==> src/rtl/irq_ctrl.sv <==
// irq_ctrl - programmable interrupt controller with an NMI slave register port.
//
// Samples up to IRQ_NUM raw request lines and applies per-line polarity and
// edge/level selection. Edge events are latched as pending. The pending lines
// are masked by an enable register and drive the core's interrupt vector.
//
// Configuration macro:
//   IRQ_CTRL_SYNC_EN  defined   : 2-flop synchroniser plus a sample register
//                                 on every raw line (for asynchronous sources)
//                     undefined : a single sample register (synchronous sources)
//
// Ports:
//   clk_i        system clock
//   rst_n_i      asynchronous active-low reset
//   irq_raw_i    raw request lines [IRQ_NUM-1:0]
//   nmi_valid_i  NMI request valid, held by the master until nmi_ready_o
//   nmi_addr_i   byte address, bits [4:2] select the register
//   nmi_wdata_i  write data
//   nmi_wstrb_i  byte write strobes, all zero means read
//   nmi_rdata_o  read data, zero whenever nmi_ready_o is low
//   nmi_ready_o  one-cycle response strobe
//   irq_o        pending & enable, zero-extended to 32 bits
//   irq_any_o    OR-reduction of irq_o
//
// Register map (word offsets): 0x00 ENABLE, 0x04 TRIG (1 = edge),
// 0x08 POL (1 = active-low/falling), 0x0C PENDING (W1C), 0x10 STATUS,
// 0x14 ID (index+1 of lowest STATUS bit, 0 if none), 0x18/0x1C read 0.

module irq_ctrl #(
   parameter int IRQ_NUM = 32
) (
   input  logic               clk_i,
   input  logic               rst_n_i,
   input  logic [IRQ_NUM-1:0] irq_raw_i,
   input  logic               nmi_valid_i,
   input  logic [31:0]        nmi_addr_i,
   input  logic [31:0]        nmi_wdata_i,
   input  logic [3:0]         nmi_wstrb_i,
   output logic [31:0]        nmi_rdata_o,
   output logic               nmi_ready_o,
   output logic [31:0]        irq_o,
   output logic               irq_any_o
);

   logic [IRQ_NUM-1:0] enable_q, trig_q, pol_q, pending_q, prev_q, samp_q;
   logic [IRQ_NUM-1:0] act, edge_set, w1c, pending_d, status, wmask, wbits;
   logic [31:0]        byte_mask, rd_mux;
   logic [5:0]         id;
   logic [2:0]         sel;
   logic               ready_q, wr_en;
   logic               unused_addr;

   function automatic logic [31:0] ext(input logic [IRQ_NUM-1:0] v);
      ext = '0;
      ext[IRQ_NUM-1:0] = v;
   endfunction

   // Input stage producing samp_q, one register or a full synchroniser chain
`ifdef IRQ_CTRL_SYNC_EN
   logic [IRQ_NUM-1:0] sync1_q, sync2_q;

   always_ff @(posedge clk_i or negedge rst_n_i) begin
      if (!rst_n_i) begin
         sync1_q <= '0;
         sync2_q <= '0;
         samp_q  <= '0;
      end else begin
         sync1_q <= irq_raw_i;
         sync2_q <= sync1_q;
         samp_q  <= sync2_q;
      end
   end
`else
   always_ff @(posedge clk_i or negedge rst_n_i) begin
      if (!rst_n_i) begin
         samp_q <= '0;
      end else begin
         samp_q <= irq_raw_i;
      end
   end
`endif

   assign sel         = nmi_addr_i[4:2];
   assign unused_addr = ^{nmi_addr_i[31:5], nmi_addr_i[1:0]};

   // The ready cycle is the one in which the held request is committed;
   // writes land on the edge that ends it
   assign wr_en = ready_q & nmi_valid_i & (|nmi_wstrb_i);

   always_comb begin
      byte_mask = {{8{nmi_wstrb_i[3]}}, {8{nmi_wstrb_i[2]}},
                   {8{nmi_wstrb_i[1]}}, {8{nmi_wstrb_i[0]}}};
      wmask     = byte_mask[IRQ_NUM-1:0];
      wbits     = nmi_wdata_i[IRQ_NUM-1:0] & wmask;
   end

   // Response strobe: never two ready cycles in a row, so a held request
   // cannot be accepted twice
   always_ff @(posedge clk_i or negedge rst_n_i) begin
      if (!rst_n_i) begin
         ready_q <= 1'b0;
      end else begin
         ready_q <= nmi_valid_i & ~ready_q;
      end
   end

   // Software configuration registers with per-byte write strobes
   always_ff @(posedge clk_i or negedge rst_n_i) begin
      if (!rst_n_i) begin
         enable_q <= '0;
         trig_q   <= '0;
         pol_q    <= '0;
      end else if (wr_en) begin
         case (sel)
            3'd0:    enable_q <= (enable_q & ~wmask) | wbits;
            3'd1:    trig_q   <= (trig_q & ~wmask) | wbits;
            3'd2:    pol_q    <= (pol_q & ~wmask) | wbits;
            default: ;
         endcase
      end
   end

   // Level lines follow act directly; edge lines latch rising act and only a
   // W1C clears them, with a simultaneous new edge taking priority
   always_comb begin
      act       = samp_q ^ pol_q;
      edge_set  = act & ~prev_q;
      w1c       = (wr_en && sel == 3'd3) ? wbits : '0;
      pending_d = (trig_q & (edge_set | (pending_q & ~w1c))) | (~trig_q & act);
   end

   always_ff @(posedge clk_i or negedge rst_n_i) begin
      if (!rst_n_i) begin
         prev_q    <= '0;
         pending_q <= '0;
      end else begin
         prev_q    <= act;
         pending_q <= pending_d;
      end
   end

   // Lowest-numbered active line wins, so scan from the top down
   always_comb begin
      status = pending_q & enable_q;
      id     = '0;
      for (int i = IRQ_NUM - 1; i >= 0; i--) begin
         if (status[i]) begin
            id = 6'(i + 1);
         end
      end
   end

   always_comb begin
      rd_mux = '0;
      case (sel)
         3'd0:    rd_mux = ext(enable_q);
         3'd1:    rd_mux = ext(trig_q);
         3'd2:    rd_mux = ext(pol_q);
         3'd3:    rd_mux = ext(pending_q);
         3'd4:    rd_mux = ext(status);
         3'd5:    rd_mux = {26'd0, id};
         default: rd_mux = '0;
      endcase
   end

   assign nmi_ready_o = ready_q;
   assign nmi_rdata_o = ready_q ? rd_mux : 32'd0;
   assign irq_o       = ext(status);
   assign irq_any_o   = |status;

endmodule
==> config.mk <==
export PLATFORM = sky130hd
export DESIGN_NAME = irq_ctrl
export DESIGN_NICKNAME = d
export VERILOG_FILES = /design/src/rtl/irq_ctrl.sv
export SDC_FILE = /design/constraint.sdc
export NUM_CORES = 1
export LEC_CHECK = 0
export BUFFER_PORTS_ARGS = -buffer_cell sky130_fd_sc_hd__buf_4
export CAP_MARGIN = 20
export CORE_ASPECT_RATIO = 0.8
export CORE_MARGIN = 5
export CORE_UTILIZATION = 53
export DETAILED_ROUTE_END_ITERATION = 6
export PLACE_DENSITY = 0.81
export SLEW_MARGIN = 20
export SYNTH_ARGS = -nofsm -noshare
export SYNTH_HDL_FRONTEND = slang
export SYNTH_SLANG_ARGS = --single-unit
==> constraint.sdc <==
create_clock -name clk_i -period 4.2 [get_ports clk_i]
set_input_delay 0 -clock clk_i [delete_from_list [all_inputs] [get_ports clk_i]]
set_output_delay 0 -clock clk_i [all_outputs]
set_load 0.03 [all_outputs]
==> results_dict.tcl <==
set metrics [dict create \
    syn-num-nets 867 \
    power_mw 5.32 \
    tritoncts "built" \
    mostFrequentLayoutCell "dfrtp_1" \
    ctsLongestPathBuffers 2 \
    grt_pass1_vias 7295 \
    combPwrFrac_pct 22.4 \
    routed_wl_mm 24.8 \
    fin_area_um2 11400 \
    gp_congestion 0.887 \
    worstMarginPinSlew_ps 1000 \
    drive_gt1_share_pct 29.8 \
    status "complete, no violations" \
    max_freq_ghz 0.384 \
    start_util_pct 53.8 \
    r2r-start "nmi_ready_o$_DFF_PN0_" \
    skew_ps 7.28 \
    hpwl_mm 16.5 \
    p_clk_share_pct 31.2 \
    critical_path_required_ps 4200 \
    ir_drop_v 0.000274 \
    ys_seq_area_share_pct 54.4 \
    route.vias.total 7144 \
    pwr_density_cell_nw_per_um2 467 \
    p_int_mw 3.66 \
    final_cell_mix "193 x dfrtp_1, 141 x buf_4, 124 x nand2_1, 95 x mux2_2, 66 x dlygate4sd3_1" \
    core_um2 16500 \
    cts_setup_buffers 0 \
    min_period_ps 2600 \
    leakagePower_nw 5.28 \
    yosys.area.top_type "dfrtp_1" \
    firstDrtPassIters 5 \
    holdPathStages 3 \
    avgSynthCellArea_um2 11.6 \
    clk_pin_slew_ps 70 \
    die_area_um2 19500 \
    synthFlopType "dfrtp_1" \
    cts.repair.resized 0 \
    switching_share_pct 31.3 \
    fin_cells 1197 \
    fin_setup_tns_ps 0 \
    min_period_over_period_pct 62.0 \
    holdCritStartpoint "nmi_wstrb_i[0]" \
    timing.slew.headroom_pct 32.8 \
    rsz0062_at_grt "no" \
    grt_overflow 0 \
    die_h_um 126 \
    pre_cts_ws_ps 1730 \
    drtAntennaViolNets 0 \
    grtUsageTotal_pct 26.0 \
    fill_cells 1227 \
    drt_iter0_drc 793 \
    post_drt_wl_per_cell_um 20.8 \
    die_w_um 155 \
    p_seq_share_pct 46.4 \
    ys_types 55 \
    synth_edf_count 0 \
    htree_levels 4 \
    hold_class "input pin to flip-flop" \
    cts_root_buf "clkbuf_16" \
    slew_viol_final 0 \
    switchingPower_mw 1.66 \
    grt_max_degree 117 \
    io_pins 169 \
    dpl.cell_count 1099 \
    yosys_warnings 0 \
    clkSinkCount 193 \
    port_buffers 139 \
    area_growth_pct 28.3 \
    hold_viol 0 \
    syn_inst 764 \
    synth_top_cell_area_share_pct 54.4 \
    synth_area_um2 8880 \
    cap_violations 0 \
    drc 0 \
    cp.arrival_ps 2600 \
    hold_buffers 66 \
    setup_slack_ps 1600 \
    final_util_pct 69.1 \
    setup_violations 0 \
    rows 42 \
    async_flop_share_pct 100 \
    startpoint_type "flip-flop" \
    n_antenna_cell 0 \
    cp-end-kind "primary output" \
    reg2reg_depth 4 \
    fin_hold_ws_ps 107 \
    path_class "flip-flop to primary output" \
    crit_fanout 4 \
    r2r_slack_ps 2220 \
    netlist_top_cells_area "dfrtp_1 54%, mux2_2 12%, nand2_1 5.2%" \
    numCtsBuffers 17 \
    ys_ff_latch 193 \
    via_per_inst 5.97 \
    grt_antenna_before_repair 0 \
    clk_latency_ps 440 \
    fin_nets 1067 \
    grt_pass1_wl_mm 39.4 \
    place_area_um2 10100 \
]
[metal layers]
| metal | global-route usage (%) | vias to the layer above | wire length, um |
|---|---|---|---|
| li1 | - | 3191 | - |
| met3 | 6.41 | 35 | 2360 |
| met5 | 0 | - | 0 |
| met2 | 40.6 | 352 | 11800 |
| met1 | 36.4 | 3566 | 10300 |
| met4 | 7.58 | 0 | 421 |
[kinds of logic after synthesis]
group                     after synthesis  share of synthesized area [%]
AOI/OAI and AO/OA                     155                           13.1
xor gates and xnor gates               32                           3.16
buffers and inverters                  47                           2.21
DFF                                   193                           54.4
muxes                                 122                           15.3
and+or+nand+nor                       215                           11.9
[power groups by stage]
stage | combinational (mW) | sequential, mW | clock, mW
after floorplan | 0.754 | 2.40 | 0
after global placement | 1.10 | 2.47 | 0
after detailed placement | 1.13 | 2.49 | 0
after CTS | 1.18 | 2.46 | 1.68
after global routing | 1.29 | 2.51 | 1.76
final | 1.19 | 2.47 | 1.66
[worst max path at each step]
stage	start	endpoint
final	pending_q[6]$_DFF_PN0_	nmi_rdata_o[4]
after global routing	flip-flop	nmi_rdata_o[5]
after CTS	pending_q[6]$_DFF_PN0_	nmi_rdata_o[4]
after detailed placement	nmi_addr_i[3]	pending_q[2]$_DFF_PN0_
after global placement	nmi_addr_i[3]	pending_q[7]$_DFF_PN0_
after floorplan	flip-flop	nmi_rdata_o[5]
[synth_stat cells (3+ instances only)]
library cell  number
clkbuf_1          11
a222oi_1          12
buf_2             15
a21oi_1           27
mux2_1             3
o22ai_1            3
mux2i_1           23
mux2_2            95
nand2_1          124
nor3_1             4
a32o_1            38
nand2b_1           6
a31oi_1            4
o31ai_1            4
inv_1             18
a22oi_1           28
xor2_1            32
o21ai_0           24
nor2_1            16
nand3_1           10
nor4_4             3
dfrtp_1          193
and2_1            22
nand2_2           12
[worst max-delay path: stages, from the launching register on]
cell and delay (ps):
dfrtp_1 420, a22oi_1 360, nand3_1 210, nor4_2 310, or3b_1 380, a21oi_1 260, buf_4 220
[area by class of cell]
cell class	count	area (um2)	share of cell area, %
Inverter	19	71.3	0.626
Multi-Input combinational cell	524	3860	33.9
Clock buffer	20	457	4.01
Timing Repair Buffer	209	1750	15.4
Sequential cell	193	4830	42.4
Tap cell	220	275	2.41
Clock inverter	12	148	1.30
(Power assumes the default switching activity.)
